**config.mk**
```make
export PLATFORM = sky130hd
export DESIGN_NAME = pipeline_hazard_ctrl
export DESIGN_NICKNAME = d
export VERILOG_FILES = /design/src/rtl/hazard_pkg.sv /design/src/rtl/pipeline_hazard_ctrl_load_use_detect.sv /design/src/rtl/pipeline_hazard_ctrl.sv
export SDC_FILE = /design/constraint.sdc
export NUM_CORES = 1
export LEC_CHECK = 0
export CORE_UTILIZATION = 40
export DETAILED_ROUTE_END_ITERATION = 10
export PLACE_DENSITY = 0.71
export SYNTH_ARGS = -nofsm -noshare
export SYNTH_HDL_FRONTEND = slang
export SYNTH_HIERARCHICAL = 1
export SYNTH_SLANG_ARGS = --single-unit
```
**constraint.sdc**
```tcl
create_clock -name clock -period 5.35 [get_ports clock]
set_clock_uncertainty 0.2 [all_clocks]
set_input_delay 1.07 -clock clock [delete_from_list [all_inputs] [get_ports clock]]
set_output_delay 1.07 -clock clock [all_outputs]
set_load 0.05 [all_outputs]
```
**src/rtl/hazard_pkg.sv**
```systemverilog
// Shared definitions for the pipeline hazard controller: FSM state codes and default widths.
package hazard_pkg;
  localparam int REG_ADDR_W_DEF = 5;
  localparam int CNT_W_DEF      = 16;

  // RUN: normal flow; DRAIN: a wrong-path fetch is still outstanding in imem.
  localparam logic [0:0] STATE_RUN   = 1'b0;
  localparam logic [0:0] STATE_DRAIN = 1'b1;
endpackage

```
**src/rtl/pipeline_hazard_ctrl_load_use_detect.sv**
```systemverilog
// Combinational load-use detector: the ID instruction reads the register a load in EX is about to write.
module load_use_detect
  import hazard_pkg::*;
#(
  parameter int REG_ADDR_W = REG_ADDR_W_DEF
) (
  input  logic [REG_ADDR_W-1:0] id_rs1,
  input  logic [REG_ADDR_W-1:0] id_rs2,
  input  logic                  id_uses_rs1,
  input  logic                  id_uses_rs2,
  input  logic                  ex_memRead,
  input  logic                  ex_writeEnable,
  input  logic [REG_ADDR_W-1:0] ex_des_register,
  output logic                  hazard
);
  logic rs1_match;
  logic rs2_match;

  assign rs1_match = id_uses_rs1 & (id_rs1 == ex_des_register);
  assign rs2_match = id_uses_rs2 & (id_rs2 == ex_des_register);
  // x0 is never written, so a load targeting it cannot create a dependency.
  assign hazard = ex_memRead & ex_writeEnable & (ex_des_register != '0) & (rs1_match | rs2_match);
endmodule

```
**src/rtl/pipeline_hazard_ctrl.sv**
```systemverilog
// Pipeline hold/flush controller: prioritised stall/flush decisions, wrong-path drain FSM
// and saturating stall/flush statistics.
module pipeline_hazard_ctrl
  import hazard_pkg::*;
#(
  parameter int REG_ADDR_W = REG_ADDR_W_DEF,
  parameter int CNT_W      = CNT_W_DEF
) (
  input  logic                  clock,
  input  logic                  reset,
  input  logic                  imem_busywait,
  input  logic                  dmem_busywait,
  input  logic [REG_ADDR_W-1:0] id_rs1,
  input  logic [REG_ADDR_W-1:0] id_rs2,
  input  logic                  id_uses_rs1,
  input  logic                  id_uses_rs2,
  input  logic                  ex_memRead,
  input  logic                  ex_writeEnable,
  input  logic [REG_ADDR_W-1:0] ex_des_register,
  input  logic                  ex_redirect,
  output logic                  pc_hold,
  output logic                  ifid_hold,
  output logic                  idex_hold,
  output logic                  exmem_hold,
  output logic                  ifid_flush,
  output logic                  idex_flush,
  output logic                  memwb_flush,
  output logic [CNT_W-1:0]      stall_cycles,
  output logic [CNT_W-1:0]      flush_count
);
  logic [0:0] state;
  logic [0:0] state_next;
  logic       load_use;
  logic       redirect_accept;

  function automatic logic [CNT_W-1:0] sat_inc(input logic [CNT_W-1:0] value);
    return (&value) ? value : value + 1'b1;
  endfunction

  load_use_detect #(
    .REG_ADDR_W(REG_ADDR_W)
  ) u_load_use (
    .id_rs1         (id_rs1),
    .id_rs2         (id_rs2),
    .id_uses_rs1    (id_uses_rs1),
    .id_uses_rs2    (id_uses_rs2),
    .ex_memRead     (ex_memRead),
    .ex_writeEnable (ex_writeEnable),
    .ex_des_register(ex_des_register),
    .hazard         (load_use)
  );

  always_comb begin
    pc_hold         = 1'b0;
    ifid_hold       = 1'b0;
    idex_hold       = 1'b0;
    exmem_hold      = 1'b0;
    ifid_flush      = 1'b0;
    idex_flush      = 1'b0;
    memwb_flush     = 1'b0;
    redirect_accept = 1'b0;
    state_next      = state;
    if (reset) begin
      ifid_flush  = 1'b1;
      idex_flush  = 1'b1;
      memwb_flush = 1'b1;
      state_next  = STATE_RUN;
    end else if (dmem_busywait) begin
      // Freeze everything up to EX; a held redirect is re-presented once dmem completes.
      pc_hold     = 1'b1;
      ifid_hold   = 1'b1;
      idex_hold   = 1'b1;
      exmem_hold  = 1'b1;
      memwb_flush = 1'b1;
      if (state == STATE_DRAIN && !imem_busywait) state_next = STATE_RUN;
    end else if (ex_redirect) begin
      ifid_flush      = 1'b1;
      idex_flush      = 1'b1;
      redirect_accept = 1'b1;
      state_next      = imem_busywait ? STATE_DRAIN : STATE_RUN;
    end else if (state == STATE_DRAIN) begin
      // The wrong-path word returned in the exit cycle is discarded by the flush.
      pc_hold    = 1'b1;
      ifid_flush = 1'b1;
      if (!imem_busywait) state_next = STATE_RUN;
    end else if (load_use) begin
      pc_hold    = 1'b1;
      ifid_hold  = 1'b1;
      idex_flush = 1'b1;
    end else if (imem_busywait) begin
      pc_hold    = 1'b1;
      ifid_flush = 1'b1;
    end
  end

  always_ff @(posedge clock) begin
    if (reset) begin
      state        <= STATE_RUN;
      stall_cycles <= '0;
      flush_count  <= '0;
    end else begin
      state <= state_next;
      if (pc_hold) stall_cycles <= sat_inc(stall_cycles);
      if (redirect_accept) flush_count <= sat_inc(flush_count);
    end
  end
endmodule

```
Yosys cells after proc, flatten, opt, wreduce, memory -nomap -nowiden --
Index checks and enable logic that the tools add are counted.
Operators by class: $add $sub $neg 2, eq/ne operators 3, muxes and demuxes 29, bitwise gates (word level) 8, reduce and logical (&&, ||, !) cells 7
Operators by type and width (number):
- adder 16 x 1 -> 16 bit (second input constant) | 2
- AND reduction 16 bit | 2
- 2-to-1 mux 1 bit | 29
- equality test 5 bit | 2
- AND 1 bit | 5
- nonzero test 5 bit | 1
- AND reduction 2 bit | 2
- inequality test 2 x 1 -> 1 bit (second input constant) | 1
- inverter 1 bit | 2
- logical AND 1 bit | 1
- logical NOT 1 bit | 1
- OR 1 bit | 1
Word-level totals: register bits 33, input bits 24, logic and storage cells 52

Depth between registers and ports, before layout --
Gate-level depths: netlist of the first run.
depth in word-level cells 10, mapped depth 9, depth with buffers taken out 8

Cells and area by module --
The synthesis of the first run kept the hierarchy.
By module, submodules not included:
- pipeline_hazard_ctrl | times used 1, cells each 209, area each 1806.7 µm², seq. area each 660.6 µm²
- load_use_detect | times used 1, cells each 17, area each 135.1 µm², seq. area each 0.0 µm²

Least setup slack after synthesis of the first run --
No wires, ideal clock.
path type input to output, start in ex_des_register[0], end out ifid_flush, arrival time 3104 ps, setup slack 976 ps, cell stages on the path 7, buffers on the path 0, cell sequence xor2_1 nor4_1 nand3_1 a21oi_1 a21oi_1 nor2_1 a21oi_1
On the way: longest elaborated chain between the ends 9, elaborated cells between the ends (all ways) 13, classes of those cells eq/ne (2); mux (5); bitwise (5); reduce/logical (1)
Ends and longest elaborated chain:
- from (decl) | RTL line pipeline_hazard_ctrl.sv:19 | input logic [REG_ADDR_W-1:0] ex_des_register,
- equality test 5 bit (on tied branches) | RTL line pipeline_hazard_ctrl_load_use_detect.sv:19, pipeline_hazard_ctrl_load_use_detect.sv:20
- AND 1 bit (on tied branches) | RTL line pipeline_hazard_ctrl_load_use_detect.sv:19, pipeline_hazard_ctrl_load_use_detect.sv:20
- OR 1 bit | RTL line pipeline_hazard_ctrl_load_use_detect.sv:22 | assign hazard = ex_memRead & ex_writeEnable & (ex_des_register != '0) & (rs1_match | rs2_match);
- AND 1 bit * | RTL line pipeline_hazard_ctrl_load_use_detect.sv:22
- via load_use | RTL line pipeline_hazard_ctrl.sv:33 | logic load_use;
- 2-to-1 mux 1 bit * | RTL line pipeline_hazard_ctrl.sv:86 | end else if (load_use) begin
- 2-to-1 mux 1 bit * | RTL line pipeline_hazard_ctrl.sv:81 | end else if (state == STATE_DRAIN) begin
- 2-to-1 mux 1 bit * | RTL line pipeline_hazard_ctrl.sv:76 | end else if (ex_redirect) begin
- 2-to-1 mux 1 bit * | RTL line pipeline_hazard_ctrl.sv:68 | end else if (dmem_busywait) begin
- 2-to-1 mux 1 bit * | RTL line pipeline_hazard_ctrl.sv:63 | if (reset) begin
- to (decl) | RTL line pipeline_hazard_ctrl.sv:25 | output logic ifid_flush,
The timed path passes the listed nets; every way through them passes the cells marked *.

Final worst setup path of the first run --
start in ex_des_register[2], end out idex_flush
On the way: longest elaborated chain between the ends 9, elaborated cells between the ends (all ways) 13, classes of those cells eq/ne (2); mux (5); bitwise (5); reduce/logical (1)
Ends and longest elaborated chain:
- equality test 5 bit (on tied branches) | RTL line pipeline_hazard_ctrl_load_use_detect.sv:19, pipeline_hazard_ctrl_load_use_detect.sv:20
- AND 1 bit (on tied branches) | RTL line pipeline_hazard_ctrl_load_use_detect.sv:19, pipeline_hazard_ctrl_load_use_detect.sv:20
- OR 1 bit | RTL line pipeline_hazard_ctrl_load_use_detect.sv:22
- AND 1 bit * | RTL line pipeline_hazard_ctrl_load_use_detect.sv:22
- via load_use | RTL line pipeline_hazard_ctrl.sv:33
- 2-to-1 mux 1 bit * | RTL line pipeline_hazard_ctrl.sv:86
- 2-to-1 mux 1 bit * | RTL line pipeline_hazard_ctrl.sv:81
- 2-to-1 mux 1 bit * | RTL line pipeline_hazard_ctrl.sv:76
- 2-to-1 mux 1 bit * | RTL line pipeline_hazard_ctrl.sv:68
- 2-to-1 mux 1 bit * | RTL line pipeline_hazard_ctrl.sv:63
- to (decl) | RTL line pipeline_hazard_ctrl.sv:26 | output logic idex_flush,
Marked as above.

==> results of run 1 <==
==> report_power, final <==
group	switching [mW]	internal, mW
Clock	0.0847	0.0855
Combinational	0.0441	0.0348
Sequential	0.00343	0.248
Total	0.132	0.368
==> area by class of cell <==
cell class	count	share of cell area (%)
tap	52	2.44
sequential	33	24.8
inverter	8	1.13
timing repair buffer	63	23.5
multi-input combinational	176	45.5
clock inverter	1	0.188
clock buffer	5	2.58
==> layer usage <==
metal / track usage, % / part of all wire, %
met5: 0 / 0
met4: 6.10 / 0.89
met3: 5.77 / 7.7
met2: 31.8 / 44
met1: 25.8 / 48
==> flip-flops by register name, indices dropped and copies added, names as in the netlist <==
name          flops
stall_cycles     16
state             1
flush_count      16
==> critical path, stage by stage <==
cell	delay, ns
clkdlybuf4s50_1	0.48
xor2_1	0.19
nor4_1	0.31
nand3_1	0.11
a21oi_1	0.35
a21oi_1	0.12
o21ai_0	0.15
clkdlybuf4s50_1	0.82
==> path summary, 6_finish.rpt <==
kind                                          from             end  slack (ns)  cells after the start
worst max register to register      flush_count[0]  flush_count[4]        2.98                      5
worst min-delay path                flush_count[8]  flush_count[8]        0.31                      2
worst max-delay path            ex_des_register[2]      idex_flush        0.47                      8
worst min register to register      flush_count[8]  flush_count[8]        0.31                      2
==> cell usage after synthesis (7+ instances only) <==
library cell	number	share of area (%)
a21oi_1	23	5.9
nand4_1	10	3.2
o31ai_1	10	3.9
xor2_1	8	3.6
o21ai_0	7	1.8
nand3_1	17	4.4
inv_1	8	1.5
or4_1	11	4.3
nor2_1	10	1.9
dfxtp_1	33	34
==> per-stage QoR <==
stage | hold WS, ns | power, mW | cells | setup slack, ns | instance area [µm²]
2_1_floorplan | 0.371 | 0.301 | 226 | 0.976 | 1940
3_3_place_gp | 0.296 | 0.336 | 332 | 0.507 | 2590
3_5_place_dp | 0.302 | 0.336 | 332 | 0.446 | 2590
4_1_cts | 0.311 | 0.508 | 338 | 0.445 | 2670
5_1_grt | 0.334 | 0.522 | 338 | 0.305 | 2670
6_report | 0.314 | 0.501 | 338 | 0.467 | 2670
==> logic make-up after synthesis <==
| family | synth area share [%] |
|---|---|
| adders and majority gates | 1.29 |
| DFF | 34.0 |
| buffers and inverters | 4.00 |
| xor gates and xnor gates | 4.51 |
| and+or+nand+nor | 33.6 |
| muxes | 1.74 |
| AOI/OAI and AO/OA | 20.9 |
==> results.sh, run 1 <==
export IMPL_run_status="complete, no violations"
export IMPL_syn_num_nets=252
export IMPL_drt_antenna_violating_nets=0
export IMPL_syn_inst=226
export IMPL_finalHoldViolations=0
export IMPL_boundaryPins=63
export IMPL_power_density_mw_per_mm2=188
export IMPL_ctsHoldBuffers=0
export IMPL_synth_cell_type_count=46
export IMPL_worstPathMaxFanout=3
export IMPL_cts_buffers=5
export IMPL_dieHeight_um=71.7
export IMPL_grt_start_max_net_pins=29
export IMPL_initial_antenna_violation_count=0
export IMPL_gpl_congestion=0.777
export IMPL_crit_path_arrival_time_ns=3.61
export IMPL_tightest_slew_ns=0.964
export IMPL_post_dp_hpwl_um=3730
export IMPL_rel_slew_slack_pct=35.2
export IMPL_start_util_pct=43.1
export IMPL_first_global_vias=1821
export IMPL_ctsHtreeMaxLevel=2
export IMPL_min_delay_path_class="reg2reg"
export IMPL_setup_viol=0
export IMPL_ctsResizeCount=0
export IMPL_final_fill_count=445
export IMPL_yosysWarnings=6
export IMPL_final_cycle_utilization_of_the_critical_path_pct=91.3
export IMPL_synth_yosys_seq_area_share_pct=34.0
export IMPL_clock_sinks=33
export IMPL_fin_crit_ns=4.88
export IMPL_wire_length_of_the_first_global_routing_pass_um=8250
export IMPL_grt_setup_unrepaired="no"
export IMPL_max_freq_mhz=205
export IMPL_synth_ff_latch_count=33
export IMPL_final_max_slew_viol_count=0
export IMPL_root_buffer_master="clkbuf_8"
export IMPL_clkTransAtPathRegs_ns=0.06
export IMPL_area_growth_pct=37.4
export IMPL_fp_coreArea_mm2=0.00450
export IMPL_endpoint_kind="output port"
export IMPL_io_buffers=62
export IMPL_finalWirelength_um=5040
export IMPL_timing_setup_critical_path_class="in2out"
export IMPL_cap_violations=0
export IMPL_synth_enable_flop_cells=0
export IMPL_number_of_iterations_in_the_first_detailed_routing_pass=4
export IMPL_drt_drc_violations_left=0
export IMPL_multi_input_comb_area_mm2=0.00121
export IMPL_syn_area_mm2=0.00194
export IMPL_dieWidth_um=71.7
export IMPL_leakage_nw=0.884
export IMPL_cts_tree="done"
export IMPL_final_seq_area_um2=661
export IMPL_cts_repair_timing_setup_buffer_count=0
export IMPL_ys_flop_type="dfxtp_1"
export IMPL_design_die_area_mm2=0.00514
export IMPL_post_drt_wl_per_cell_um=14.9
export IMPL_dr_total_vias=2032
export IMPL_ir_drop_mv=0.141
export IMPL_worst_skew_pair_late_latency_ns=0.28
export IMPL_synth_async_reset_ratio_pct=0
export IMPL_final_core_utilization_pct=59.2
export IMPL_antenna_cells=0
export IMPL_grt_use_total_pct=19.8
export IMPL_max_clock_path_buffers=2
export IMPL_drt_initial_drc_count=63
export IMPL_fin_nets=313
export IMPL_synthesis_area_per_instance_um2=8.59
export IMPL_gr_total_overflow=0
export IMPL_layout_cells_most_common="clkdlybuf4s50_1"
export IMPL_num_rows=24
export IMPL_drive_above_1_share_pct=8.04
export IMPL_crit_path_start_kind="primary input"
export IMPL_route_detailed_vias_per_inst=6.01
export IMPL_mostFrequentLayoutCells="clkdlybuf4s50_1, dfxtp_1, a21oi_1"
export IMPL_final_layout_setup_total_negative_slack_ns=0
export IMPL_critical_path_required_ns=4.08
Note: power is estimated with default switching activity, not from simulation.
==> inputs of run 2 (changes only) <==
SKIP_LAST_GASP = 1   (was unset)
==> results of run 2 <==
Final layout, timing and power as in run 1 (identical DEF).
==> inputs of run 3 (changes only) <==
CTS_CLUSTER_SIZE = 14   (was unset)
PLACE_DENSITY = 0.74   (was 0.71)
SKIP_LAST_GASP = unset   (was 1)
clock period = 4.2 ns   (was 5.35 ns; I/O delays follow)
==> run 3 against run 2 <==
  * Global-route usage hardly changed
  * Utilization is 1.9 points higher
  * Setup slack worse by 0.19 ns
  * Combinational power is 39% higher
  * Routed wire length is 1.2% lower
  * Critical path depth is 1 higher
  * Non-clock buffer count is 4 higher
  * Cell area is 3.1% higher
  * Register-to-register slack worse by 1.0 ns
  * Die area stayed put
  * Largest cell class unchanged
  * Largest power group unchanged
==> results.sh, run 3 (same netlist as run 1, synthesis figures left out) <==
export IMPL_run_status="complete, no violations"
export IMPL_ctsHoldBuffers=0
export IMPL_grt_use_total_pct=19.9
export IMPL_cap_violations=0
export IMPL_cts_repair_timing_setup_buffer_count=0
export IMPL_pwr_share_comb_pct=15.9
export IMPL_finalWirelength_um=4970
export IMPL_layout_cells_most_common="clkdlybuf4s50_1"
export IMPL_drt_initial_drc_count=94
export IMPL_ctsHtreeMaxLevel=2
export IMPL_io_buffers=62
export IMPL_cell_internal_power_dissipation_uw=515
export IMPL_top_signal_layer_used="met4"
export IMPL_num_rows=24
export IMPL_boundaryPins=63
export IMPL_cts_buffers=5
export IMPL_gr_total_overflow=0
export IMPL_crit_path_arrival_time_ns=2.88
export IMPL_max_clock_path_buffers=2
export IMPL_design_die_area_mm2=0.00514
export IMPL_startpoint="ex_des_register[0]"
export IMPL_final_cycle_utilization_of_the_critical_path_pct=93.3
export IMPL_worst_r2r_endpoint="flush_count[4]"
export IMPL_min_to="flush_count[11]"
export IMPL_wirelength_met1_um=2340
export IMPL_wl_met3_um=389
export IMPL_rel_slew_slack_pct=50.0
export IMPL_fin_crit_ns=3.92
export IMPL_sw_pwr_uw=176
export IMPL_regToRegStartpoint="flush_count[0]"
export IMPL_sequential_share_of_power_pct=46.3
export IMPL_whs_ns=0.317
export IMPL_netSwitchingFraction_pct=25.5
export IMPL_ctsResizeCount=0
export IMPL_crit_path_start_kind="primary input"
export IMPL_fp_coreArea_mm2=0.00450
export IMPL_worstHoldStart="flush_count[11]"
export IMPL_final_max_slew_viol_count=0
export IMPL_setup_viol=0
export IMPL_grt_start_max_net_pins=17
export IMPL_drt_drc_violations_left=0
export IMPL_timing_setup_critical_path_class="in2out"
export IMPL_initial_antenna_violation_count=0
export IMPL_fin_ws_ns=0.280
export IMPL_start_util_pct=43.1
export IMPL_max_freq_mhz=255
export IMPL_power_density_mw_per_mm2=251
export IMPL_worst_r2r_path_depth=6
export IMPL_worst_skew_pair_late_latency_ns=0.28
export IMPL_antenna_cells=0
export IMPL_tightest_slew_ns=0.744
export IMPL_worstPathMaxFanout=3
export IMPL_final_layout_setup_total_negative_slack_ns=0
export IMPL_dr_total_vias=2066
export IMPL_largestRegisters="flush_count: 16 flops, stall_cycles: 16 flops, state: 1 flops"
export IMPL_post_dp_hpwl_um=3720
export IMPL_cpMostUsedCell="a21oi_1"
export IMPL_ir_drop_mv=0.188
export IMPL_area_growth_pct=41.7
export IMPL_cp_cell_sequence="clkdlybuf4s50_1 -> xor2_1 -> nor4_1 -> nand3_1 -> a21oi_1 -> a21oi_1 -> nor2_1 -> a21oi_1 -> buf_12"
export IMPL_min_delay_path_class="reg2reg"
export IMPL_grt_setup_unrepaired="no"
export IMPL_number_of_iterations_in_the_first_detailed_routing_pass=4
export IMPL_cpPeakStageDelay_ns=0.46
export IMPL_dieWidth_um=71.7
export IMPL_drive_above_1_share_pct=12.0
export IMPL_cpMaxStageDelayCell="clkdlybuf4s50_1"
export IMPL_critical_path_required_ns=3.16
export IMPL_gpl_congestion=0.786
export IMPL_finalHoldViolations=0
export IMPL_r2r_slack_ns=1.95
export IMPL_hold_path_depth=2
export IMPL_mostFrequentLayoutCells="clkdlybuf4s50_1, dfxtp_1, a21oi_1"
export IMPL_route_detailed_vias_per_inst=6.01
export IMPL_endpoint_kind="output port"
export IMPL_root_buffer_master="clkbuf_8"
export IMPL_clock_power_share_pct=37.8
export IMPL_cts_tree="done"
export IMPL_clkTransAtPathRegs_ns=0.07
export IMPL_routed_wl_met2_um=2190
export IMPL_wire_length_of_the_first_global_routing_pass_um=8270
export IMPL_place_worst_setup_slack_ns=0.266
export IMPL_clock_sinks=33
export IMPL_post_drt_wl_per_cell_um=14.5
export IMPL_drt_antenna_violating_nets=0
export IMPL_fin_nets=317
export IMPL_first_global_vias=1772
export IMPL_dieHeight_um=71.7
export IMPL_leakage_nw=0.928
-- run 3: changes by cell type in the layout (fill, tap and decap cells not counted) --
cell and change:
buf_12 +4, buf_4 +6, clkbuf_8 +2, nor4_4 -1, nor4_2 +1, clkdlybuf4s50_1 -6
-- run 3: power by group through the flow --
| stage | Combinational (mW) | Sequential (mW) | Clock, mW |
|---|---|---|---|
| 2_1_floorplan | 0.0472 | 0.336 | 0 |
| 3_3_place_gp | 0.109 | 0.327 | 0 |
| 3_5_place_dp | 0.110 | 0.327 | 0 |
| 4_1_cts | 0.111 | 0.320 | 0.270 |
| 5_1_grt | 0.118 | 0.321 | 0.280 |
| 6_report | 0.110 | 0.320 | 0.261 |
-- run 3: metal layers --
layer	track usage (%)	vias to the layer above
li1	-	1030
met1	26.6	965
met2	31.9	66
met3	4.64	5
met4	5.88	0
met5	0	-
-- run 3: area by class of cell --
class,count,area (µm²)
Sequential cell,33,661
Multi-Input combinational cell,176,1200
Timing Repair Buffer,67,691
Clock inverter,1,5.00
Inverter,8,30.0
Fill cell,408,1750
Tap cell,52,65.1
Clock buffer,7,96.3
-- run 3: critical path: cells and delay by family --
kind	cells	cell delay, ns
simple gates	3	0.65
buf+inv	2	0.63
compound gates	3	0.57
xor+xnor	1	0.19
-- run 3: worst max path at each step --
| stage | end | slack (ns) |
|---|---|---|
| finish | ifid_flush | 0.28 |
| global route | ifid_flush | 0.12 |
| CTS | ifid_flush | 0.26 |
| detailed placement | ifid_flush | 0.27 |
| global placement | idex_flush | 0.28 |
| floorplan | ifid_flush | 0.29 |
-- run 3: metrics by stage --
stage	utilization [%]	instances	power (mW)	cell area (µm²)
2_1_floorplan	-	226	0.383	1940
3_3_place_gp	58.8	336	0.436	2650
3_5_place_dp	58.8	336	0.437	2650
4_1_cts	61.1	344	0.701	2750
5_1_grt	61.1	344	0.718	2750
6_report	61.1	344	0.691	2750
